**config.mk**
```make
export PLATFORM = sky130hd
export DESIGN_NAME = axi_lite_to_reg_split
export DESIGN_NICKNAME = d
export VERILOG_FILES = /design/src/rtl/axi_lite_to_reg_split.sv
export SDC_FILE = /design/constraint.sdc
export NUM_CORES = 1
export LEC_CHECK = 0
export CAP_MARGIN = 25
export CORE_AREA = 2 2 129 131
export CTS_CLUSTER_SIZE = 28
export DETAILED_ROUTE_END_ITERATION = 16
export DIE_AREA = 0 0 131 133
export PLACE_DENSITY = 0.85
export SETUP_SLACK_MARGIN = 0.15
export SLEW_MARGIN = 25
export SYNTH_ARGS = -nofsm -noshare
export SYNTH_HDL_FRONTEND = slang
export SYNTH_SLANG_ARGS = --single-unit
```
**constraint.sdc**
```tcl
create_clock -name clk_i -period 5.4 [get_ports clk_i]
set_input_delay 0.81 -clock clk_i [delete_from_list [all_inputs] [get_ports clk_i]]
set_output_delay 0.81 -clock clk_i [all_outputs]
set_load 0.005 [all_outputs]
```
**src/rtl/axi_lite_to_reg_split.sv**
```systemverilog
// AXI4-Lite to register-bus bridge splitting each wide access into narrow register beats.
// Optional per-beat timeout enabled by defining AXI_LITE_TO_REG_SPLIT_TIMEOUT_EN.
package axi_lite_to_reg_split_pkg;
  localparam int unsigned DEF_ADDR_WIDTH     = 32;
  localparam int unsigned DEF_AXI_DATA_WIDTH = 64;
  localparam int unsigned DEF_REG_DATA_WIDTH = 32;

  typedef struct packed {
    logic [DEF_ADDR_WIDTH-1:0]       aw_addr;
    logic                            aw_valid;
    logic [DEF_AXI_DATA_WIDTH-1:0]   w_data;
    logic [DEF_AXI_DATA_WIDTH/8-1:0] w_strb;
    logic                            w_valid;
    logic                            b_ready;
    logic [DEF_ADDR_WIDTH-1:0]       ar_addr;
    logic                            ar_valid;
    logic                            r_ready;
  } axi_lite_req_t;

  typedef struct packed {
    logic                          aw_ready;
    logic                          w_ready;
    logic [1:0]                    b_resp;
    logic                          b_valid;
    logic                          ar_ready;
    logic [DEF_AXI_DATA_WIDTH-1:0] r_data;
    logic [1:0]                    r_resp;
    logic                          r_valid;
  } axi_lite_rsp_t;

  typedef struct packed {
    logic [DEF_ADDR_WIDTH-1:0]       addr;
    logic                            write;
    logic [DEF_REG_DATA_WIDTH-1:0]   wdata;
    logic [DEF_REG_DATA_WIDTH/8-1:0] wstrb;
    logic                            valid;
  } reg_req_t;

  typedef struct packed {
    logic [DEF_REG_DATA_WIDTH-1:0] rdata;
    logic                          error;
    logic                          ready;
  } reg_rsp_t;
endpackage

module axi_lite_to_reg_split #(
  parameter int unsigned ADDR_WIDTH     = axi_lite_to_reg_split_pkg::DEF_ADDR_WIDTH,
  parameter int unsigned AXI_DATA_WIDTH = axi_lite_to_reg_split_pkg::DEF_AXI_DATA_WIDTH,
  parameter int unsigned REG_DATA_WIDTH = axi_lite_to_reg_split_pkg::DEF_REG_DATA_WIDTH,
  parameter int unsigned TIMEOUT_CYCLES = 256,
  parameter type axi_lite_req_t = axi_lite_to_reg_split_pkg::axi_lite_req_t,
  parameter type axi_lite_rsp_t = axi_lite_to_reg_split_pkg::axi_lite_rsp_t,
  parameter type reg_req_t      = axi_lite_to_reg_split_pkg::reg_req_t,
  parameter type reg_rsp_t      = axi_lite_to_reg_split_pkg::reg_rsp_t
) (
  input  logic          clk_i,
  input  logic          rst_ni,
  input  axi_lite_req_t axi_lite_req_i,
  output axi_lite_rsp_t axi_lite_rsp_o,
  output reg_req_t      reg_req_o,
  input  reg_rsp_t      reg_rsp_i
);
  localparam int unsigned N  = AXI_DATA_WIDTH / REG_DATA_WIDTH;
  localparam int unsigned RB = REG_DATA_WIDTH / 8;
  localparam int unsigned AB = AXI_DATA_WIDTH / 8;
  localparam int unsigned BW = (N > 1) ? $clog2(N) : 1;

  typedef enum logic [2:0] {IDLE, WBEAT, RBEAT, BRESP, RRESP} state_e;

  state_e                    state_q, state_d;
  logic [BW-1:0]             beat_q, beat_d;
  logic [ADDR_WIDTH-1:0]     addr_q, addr_d;
  logic [AXI_DATA_WIDTH-1:0] wdata_q, wdata_d;
  logic [AB-1:0]             wstrb_q, wstrb_d;
  logic [AXI_DATA_WIDTH-1:0] rdata_q, rdata_d;
  logic                      err_q, err_d;
  logic                      last_wr_q, last_wr_d;
  logic [BW:0]               nxt;
  logic                      wr_req, rd_req, grant_wr, grant_rd;

`ifdef AXI_LITE_TO_REG_SPLIT_TIMEOUT_EN
  localparam int unsigned TW = $clog2(TIMEOUT_CYCLES + 1);
  logic [TW-1:0] tmo_q, tmo_d;
`endif

  // Returns {found, index} of the first beat at or after start with a non-zero strobe slice.
  function automatic logic [BW:0] first_beat(input logic [AB-1:0] strb, input int start);
    logic [BW:0] res;
    res = '0;
    for (int k = N - 1; k >= 0; k--) begin
      if (k >= start && |strb[k*RB +: RB]) res = {1'b1, BW'(k)};
    end
    return res;
  endfunction

  assign wr_req   = axi_lite_req_i.aw_valid && axi_lite_req_i.w_valid;
  assign rd_req   = axi_lite_req_i.ar_valid;
  assign grant_wr = wr_req && (!rd_req || !last_wr_q);
  assign grant_rd = rd_req && !grant_wr;

  always_comb begin
    state_d   = state_q;
    beat_d    = beat_q;
    addr_d    = addr_q;
    wdata_d   = wdata_q;
    wstrb_d   = wstrb_q;
    rdata_d   = rdata_q;
    err_d     = err_q;
    last_wr_d = last_wr_q;
    nxt       = '0;
`ifdef AXI_LITE_TO_REG_SPLIT_TIMEOUT_EN
    tmo_d     = tmo_q;
`endif
    axi_lite_rsp_o        = '0;
    axi_lite_rsp_o.b_resp = {err_q, 1'b0};
    axi_lite_rsp_o.r_resp = {err_q, 1'b0};
    axi_lite_rsp_o.r_data = rdata_q;
    reg_req_o             = '0;

    unique case (state_q)
      IDLE: begin
        if (rst_ni && grant_wr) begin
          axi_lite_rsp_o.aw_ready = 1'b1;
          axi_lite_rsp_o.w_ready  = 1'b1;
          addr_d    = axi_lite_req_i.aw_addr & ~ADDR_WIDTH'(AB - 1);
          wdata_d   = axi_lite_req_i.w_data;
          wstrb_d   = axi_lite_req_i.w_strb;
          err_d     = 1'b0;
          last_wr_d = 1'b1;
          nxt       = first_beat(axi_lite_req_i.w_strb, 0);
          beat_d    = nxt[BW-1:0];
          state_d   = nxt[BW] ? WBEAT : BRESP;
        end else if (rst_ni && grant_rd) begin
          axi_lite_rsp_o.ar_ready = 1'b1;
          addr_d    = axi_lite_req_i.ar_addr & ~ADDR_WIDTH'(AB - 1);
          rdata_d   = '0;
          beat_d    = '0;
          err_d     = 1'b0;
          last_wr_d = 1'b0;
          state_d   = RBEAT;
        end
      end
      WBEAT: begin
        reg_req_o.valid = 1'b1;
        reg_req_o.write = 1'b1;
        reg_req_o.addr  = addr_q + ADDR_WIDTH'(beat_q) * ADDR_WIDTH'(RB);
        reg_req_o.wdata = wdata_q[beat_q*REG_DATA_WIDTH +: REG_DATA_WIDTH];
        reg_req_o.wstrb = wstrb_q[beat_q*RB +: RB];
        if (reg_rsp_i.ready) begin
          if (reg_rsp_i.error) begin
            err_d   = 1'b1;
            state_d = BRESP;
          end else begin
            nxt = first_beat(wstrb_q, int'(beat_q) + 1);
            if (nxt[BW]) beat_d = nxt[BW-1:0];
            else         state_d = BRESP;
          end
        end
      end
      RBEAT: begin
        reg_req_o.valid = 1'b1;
        reg_req_o.addr  = addr_q + ADDR_WIDTH'(beat_q) * ADDR_WIDTH'(RB);
        if (reg_rsp_i.ready) begin
          if (reg_rsp_i.error) begin
            err_d   = 1'b1;
            state_d = RRESP;
          end else begin
            rdata_d[beat_q*REG_DATA_WIDTH +: REG_DATA_WIDTH] = reg_rsp_i.rdata;
            if (beat_q == BW'(N - 1)) state_d = RRESP;
            else                      beat_d  = beat_q + 1'b1;
          end
        end
      end
      BRESP: begin
        axi_lite_rsp_o.b_valid = 1'b1;
        if (axi_lite_req_i.b_ready) state_d = IDLE;
      end
      RRESP: begin
        axi_lite_rsp_o.r_valid = 1'b1;
        if (axi_lite_req_i.r_ready) state_d = IDLE;
      end
      default: state_d = IDLE;
    endcase

`ifdef AXI_LITE_TO_REG_SPLIT_TIMEOUT_EN
    // A ready in the limit cycle wins over the timeout.
    if (state_q == WBEAT || state_q == RBEAT) begin
      if (reg_rsp_i.ready) begin
        tmo_d = '0;
      end else if (tmo_q == TW'(TIMEOUT_CYCLES - 1)) begin
        tmo_d   = '0;
        err_d   = 1'b1;
        state_d = (state_q == WBEAT) ? BRESP : RRESP;
      end else begin
        tmo_d = tmo_q + 1'b1;
      end
    end
`endif
  end

  always_ff @(posedge clk_i) begin
    if (!rst_ni) begin
      state_q   <= IDLE;
      beat_q    <= '0;
      addr_q    <= '0;
      wdata_q   <= '0;
      wstrb_q   <= '0;
      rdata_q   <= '0;
      err_q     <= 1'b0;
      last_wr_q <= 1'b0;
`ifdef AXI_LITE_TO_REG_SPLIT_TIMEOUT_EN
      tmo_q     <= '0;
`endif
    end else begin
      state_q   <= state_d;
      beat_q    <= beat_d;
      addr_q    <= addr_d;
      wdata_q   <= wdata_d;
      wstrb_q   <= wstrb_d;
      rdata_q   <= rdata_d;
      err_q     <= err_d;
      last_wr_q <= last_wr_d;
`ifdef AXI_LITE_TO_REG_SPLIT_TIMEOUT_EN
      tmo_q     <= tmo_d;
`endif
    end
  end
endmodule
```
==> qor.csv, run 1 <==
stage;metric;value;unit
run_status;status;complete, no violations;
timing;finalHoldViolCount;0;
timing;clock_skew;0.0139;ns
finish;n_antenna_cell;0;
floorplanning;dieArea;0.0174;sq mm
finish;mostFrequentLayoutCells;308 x clkdlybuf4s50_1, 209 x nand2_1, 170 x dfxtp_1, 71 x nor2_1, 65 x a32o_1;
critical_path;crit_path_max_fanout;50;
critical_path;worstPathArrival;2.91;ns
clock_tree;htreeDepth;4;
global_route;grt_max_degree;126;
floorplanning;die_x;131;microns
global_route;grt_pass1_vias;6437;
clock_tree;post_cts_resized;0;
critical_path;reg2regPathDepth;4;
finish;areaGrowthSynthToFinish;52.3;%
clock_tree;clockBufferDepth;2;
clock_tree;clock_latency;0.43;ns
floorplanning;core;0.0162;sq mm
critical_path;rr_endpoint;wdata_q[34]$_SDFFE_PN0P_;
synth;yosysWarnings;0;
placement;post-place-ws;1.70;ns
timing;worstMarginPinSlew;0.970;ns
drt;avgRoutedWirePerCell;15.8;microns
finish;fillCellCount;1307;
min_path;whs_path_depth;2;
finish;fin_nets;1261;
clock_tree;cts_hold_buffers;0;
pwr;leakagePower;3.73;nW
global_route;grt_pass1_wl;32100;microns
timing;fin_crit_sh;0.689;
timing;grt_setup_unrepaired;no;
placement;numPortBuffers;309;
finish;drive_gt1_frac;0.0492;
finish;seq_area;0.00342;sq mm
synth;synth_async_sr_flop_share;0;
floorplanning;die_y;133;microns
global_route;track_usage;0.233;
synth;postSynthCellCount;826;
clock_tree;numClockSinks;171;
critical_path;start_kind;primary input;
pwr;power.density;283;mW/mm^2
clock_tree;post_cts_buffers;0;
critical_path;rrSetupSlack;2.56;ns
clock_tree;clockRootBuffer;clkbuf_16;
floorplanning;ios;320;
timing;fin_ws;1.68;ns
min_path;whs_endpoint;wdata_q[63]$_SDFFE_PN0P_;
synth;synth_area_leaders;dfxtp_1 48%, nand2_1 11%, a32o_1 9.2%, mux2i_1 5.1%, o21ai_0 4.2%;
critical_path;end_kind;output pin;
critical_path;crit_type;primary input to output pin;
clock_tree;cts_tree;built;
min_path;min-delay-start;wdata_q[63]$_SDFFE_PN0P_;
placement;place.gp.congestion;0.789;
finish;final_common_cell;clkdlybuf4s50_1;
timing;final.setup.tns;0;ns
critical_path;required;4.59;ns
drt;wl;20800;microns
drt;antenna_left;0;
timing;maxSlewHeadroom;0.353;
timing;max_freq;0.269;GHz
drt;drt_drc_violations_left;0;
synth;synth_seq_cells;171;
timing;final_max_slew_viol_count;0;
run;maxCapViolCount;0;
drt;via_per_inst;5.21;
critical_path;r2r-start;state_q[1]$_SDFFE_PN0P_;
timing;min_period;3.72;ns
finish;multi_input_area;0.00330;sq mm
synth;syn_area_per_cell;8.57;sq um
synth;synth_area_leader_cell;dfxtp_1;
synth;synth-edff-count;0;
drt;vias;6855;
floorplanning;row_count;47;
synth;synth_area;0.00708;sq mm
synth;yosys.area.top_type_share;0.484;
synth;synthFlopType;dfxtp_1;
timing;finalSetupViolations;0;
pwr;peakVddDrop;0.187;mV
placement;dp_hpwl;14400;microns
min_path;hp-class;flip-flop to flip-flop;
drt;drt_pre_antenna_iters;7;
clock_tree;path_clk_slew;0.07;ns
floorplanning;start_util;0.438;
global_route;overflow;0;
synth;ys_seq_area_frac;0.484;
synth;synth.distinct_cells;46;
global_route;grt_antenna_before_repair;0;
clock_tree;cts_buffers;17;
finish;finish.utilization;0.667;
drt;drtIter0Drc;313;
==> Yosys cell counts (2+ instances only) <==
master and count:
buf_1 4, nand3b_1 2, a21oi_1 6, a31oi_1 2, nor2b_1 2, o21ai_0 59, nand2b_1 3, buf_2 10
nor3_1 3, o311ai_0 2, o2111ai_1 2, nor2_1 72, buf_4 14, or4_1 3, o31ai_1 4, dfxtp_1 171
inv_1 2, mux2i_1 36, or3_1 2, o21ai_1 14, nand2_1 209, a311oi_1 29, o21bai_1 2, and2_1 31
a32o_1 65, nand3_1 2, clkbuf_1 56
==> layer usage <==
layer | routed length, microns | global-route usage | up-vias | share of wire
met5 | 0 | 0 | - | 0
met4 | 498 | 0.0898 | 0 | 0.024
li1 | - | - | 3399 | -
met2 | 10200 | 0.394 | 235 | 0.49
met1 | 8430 | 0.270 | 3185 | 0.41
met3 | 1660 | 0.0772 | 36 | 0.080
==> cell families after synthesis <==
kind of cell / count (synthesis) / share of synthesized area
AOI/OAI and AO/OA: 192 / 0.205
xor gates and xnor gates: 1 / 0.00124
buffers and inverters: 87 / 0.0553
DFF: 171 / 0.484
muxes: 36 / 0.0509
other: 1 / 0.000530
and+or+nand+nor: 338 / 0.204
==> layout make-up <==
cell class / instances / share of cell area
clock inverters: 14 / 0.0142
clock buffers: 18 / 0.0407
inverters: 3 / 0.00104
well taps: 220 / 0.0255
multi-input cells: 571 / 0.306
flip-flops and latches: 171 / 0.318
repair buffers: 320 / 0.295
==> power breakdown <==
group	switching (W)	leakage [nW]	internal, W	total (W)
combinational	0.000211	2.06	0.000244	0.000455
clock	0.000551	0.282	0.000667	0.00122
sequential	0.0000473	1.39	0.00133	0.00138
total	0.000809	3.73	0.00225	0.00305
==> critical path, cell delays in order <==
cell and delay (ns):
buf_4 0.43, nand3_1 0.28, nor3b_4 0.73, clkdlybuf4s50_1 0.64
==> per-stage QoR <==
step / power [W] / hold WS (ns) / std cells / instance area, sq um
5_1_grt: 0.00319 / 0.476 / 1317 / 10800
2_1_floorplan: 0.00163 / 0.428 / 829 / 7090
3_5_place_dp: 0.00187 / 0.442 / 1285 / 10200
4_1_cts: 0.00308 / 0.453 / 1317 / 10800
3_3_place_gp: 0.00185 / 0.436 / 1285 / 10200
6_report: 0.00305 / 0.451 / 1317 / 10800
==> sequential cells by signal, summed over array words and instances, names as in the netlist <==
signal     cells
addr_q        29
beat_q         1
err_q          1
last_wr_q      1
rdata_q       64
state_q        3
wdata_q       64
wstrb_q        8
==> worst max-delay path by stage <==
stage / endpoint / slack (ns) / start / depth (start not counted)
finish: axi_lite_rsp_o[71] / 1.68 / rst_ni / 4
global placement: axi_lite_rsp_o[71] / 1.72 / rst_ni / 4
floorplan: axi_lite_rsp_o[72] / 2.77 / rst_ni / 5
CTS: axi_lite_rsp_o[72] / 1.71 / rst_ni / 4
detailed placement: axi_lite_rsp_o[72] / 1.70 / rst_ni / 4
global route: axi_lite_rsp_o[72] / 1.50 / rst_ni / 4
(Power assumes the default switching activity.)
==> run 2, diff against run 1 <==
--- a/config.mk
+++ b/config.mk
@@ -6,11 +6,11 @@
 export NUM_CORES = 1
 export LEC_CHECK = 0
 export CAP_MARGIN = 25
-export CORE_AREA = 2 2 129 131
+export CORE_AREA = 2 2 140 142
 export CTS_CLUSTER_SIZE = 28
 export DETAILED_ROUTE_END_ITERATION = 16
-export DIE_AREA = 0 0 131 133
-export PLACE_DENSITY = 0.85
+export DIE_AREA = 0 0 142 144
+export PLACE_DENSITY = 0.76
 export SETUP_SLACK_MARGIN = 0.15
 export SLEW_MARGIN = 25
 export SYNTH_ARGS = -nofsm -noshare
==> constraint.sdc (replaced) <==
create_clock -name clk_i -period 3.4 [get_ports clk_i]
set_input_delay 0.51 -clock clk_i [delete_from_list [all_inputs] [get_ports clk_i]]
set_output_delay 0.51 -clock clk_i [all_outputs]
set_load 0.005 [all_outputs]
==> run 2 against run 1 <==
Register-to-register slack lost 1.4 ns. Hold slack lost 0.0026 ns. Clock power grew 56%. Non-clock buffer count grew 3. Worst setup slack lost 1.3 ns. First-iteration DRC count grew 8.0%. Sequential power grew 59%. Sequential share of layout area shrank 0.19 points. Design area grew 0.62%. Clock skew shrank 0.0052 ns. Critical path depth shrank 1. Critical endpoint is now axi_lite_rsp_o[72]. Highest routed layer unchanged.
==> qor.csv, run 2 (same netlist as run 1, synthesis figures left out) <==
stage;metric;value;unit
run_status;status;complete, no violations;
critical_path;worstPathArrival;2.54;ns
timing;fin_ws;0.351;ns
global_route;track_usage;0.203;
timing;min_period;3.05;ns
floorplanning;die_y;144;microns
floorplanning;dieArea;0.0204;sq mm
clock_tree;cts_tree;built;
placement;dp_hpwl;14800;microns
drt;wl;21500;microns
clock_tree;clockBufferDepth;2;
timing;worstMarginPinSlew;0.981;ns
clock_tree;numClockSinks;171;
drt;vias;6789;
clock_tree;htreeDepth;4;
floorplanning;ios;320;
pwr;power.density;445;mW/mm^2
clock_tree;clockRootBuffer;clkbuf_16;
global_route;grt_pass1_vias;6359;
clock_tree;clock_latency;0.43;ns
timing;finalHoldViolCount;0;
floorplanning;die_x;142;microns
timing;hold_ws;0.448;ns
timing;final.setup.tns;0;ns
floorplanning;row_count;51;
floorplanning;core;0.0191;sq mm
drt;avgRoutedWirePerCell;16.1;microns
critical_path;crit_path_max_fanout;19;
finish;fin_nets;1264;
global_route;overflow;0;
drt;antenna_left;0;
min_path;hp-class;flip-flop to flip-flop;
timing;maxSlewHeadroom;0.346;
global_route;grt_antenna_before_repair;0;
timing;max_freq;0.328;GHz
timing;fin_crit_sh;0.897;
clock_tree;path_clk_slew;0.07;ns
finish;drive_gt1_frac;0.0518;
floorplanning;start_util;0.371;
timing;clock_skew;0.00871;ns
critical_path;end_kind;output pin;
drt;drt_drc_violations_left;0;
critical_path;required;2.89;ns
placement;place.gp.congestion;0.827;
critical_path;start_kind;flip-flop;
finish;fillCellCount;1721;
placement;numPortBuffers;309;
global_route;grt_pass1_wl;33000;microns
global_route;grt_max_degree;129;
clock_tree;cts_buffers;17;
drt;drtIter0Drc;338;
pwr;leakagePower;3.76;nW
critical_path;crit_type;flip-flop to output pin;
placement;placed_area;0.0103;sq mm
timing;finalSetupViolations;0;
finish;largestRegisters;rdata_q (64), wdata_q (64), addr_q (29);
pwr;peakVddDrop;0.325;mV
run;maxCapViolCount;0;
finish;mostFrequentLayoutCells;308 x clkdlybuf4s50_1, 209 x nand2_1, 170 x dfxtp_1, 71 x nor2_1, 65 x a32o_1;
placement;post-place-ws;0.613;ns
finish;stdcell_area;0.0108;sq mm
finish;final_common_cell;clkdlybuf4s50_1;
timing;grt_setup_unrepaired;no;
drt;via_per_inst;5.07;
finish;areaGrowthSynthToFinish;53.2;%
timing;final_max_slew_viol_count;0;
finish;n_antenna_cell;0;
drt;drt_pre_antenna_iters;5;
==> run 2: where the power goes <==
group          leakage, nW  internal, W  total, W  switching [W]
combinational         2.09     0.000396  0.000743       0.000347
sequential            1.39      0.00212   0.00219      0.0000719
clock                0.279     0.000979   0.00190       0.000920
total                 3.76      0.00349   0.00483        0.00134
==> run 2: worst paths after layout <==
check,startpoint,endpoint,slack (ns),depth (start not counted)
worst max-delay path,state_q[1]$_SDFFE_PN0P_,axi_lite_rsp_o[72],0.35,3
worst min-delay path,wdata_q[25]$_SDFFE_PN0P_,wdata_q[25]$_SDFFE_PN0P_,0.45,2
worst max register to register,state_q[1]$_SDFFE_PN0P_,wdata_q[48]$_SDFFE_PN0P_,1.12,4
worst min register to register,wdata_q[25]$_SDFFE_PN0P_,wdata_q[25]$_SDFFE_PN0P_,0.45,2
==> run 2: area by class of cell <==
type	instances	area [sq um]	share of cell area
sequential	171	3420	0.316
multi-input combinational	571	3300	0.305
timing repair buffer	323	3230	0.298
clock buffer	17	425	0.0392
tap	238	298	0.0275
clock inverter	15	151	0.0140
inverter	3	11.3	0.00104
==> run 2: metrics by stage <==
step,total power (W),cells,util
6_report,0.00483,1338,0.568
5_1_grt,0.00505,1338,0.568
4_1_cts,0.00489,1338,0.568
3_5_place_dp,0.00298,1306,0.538
3_3_place_gp,0.00297,1306,0.538
2_1_floorplan,0.00260,829,-
==> run 2: timing repair <==
| item | CTS | global route |
|---|---|---|
| setup buffers | 0 | 0 |
| endpoints found under the setup margin | 0 | 12 |
| resized for setup | 0 | 1 |
| hold buffers | 0 | 0 |
==> run 2: layer usage <==
layer  track usage  vias to the layer above  part of all wire
li1              -                     3406                 -
met1         0.250                     3154              0.43
met2         0.334                      196              0.47
met3        0.0579                       33             0.069
met4        0.0832                        0             0.025
met5             0                        -                 0
==> run 2: worst max-delay path, stage by stage (launching register included) <==
cell             delay [ns]
dfxtp_1                0.49
or3_1                  0.56
nor3b_4                0.43
clkdlybuf4s50_1        0.62
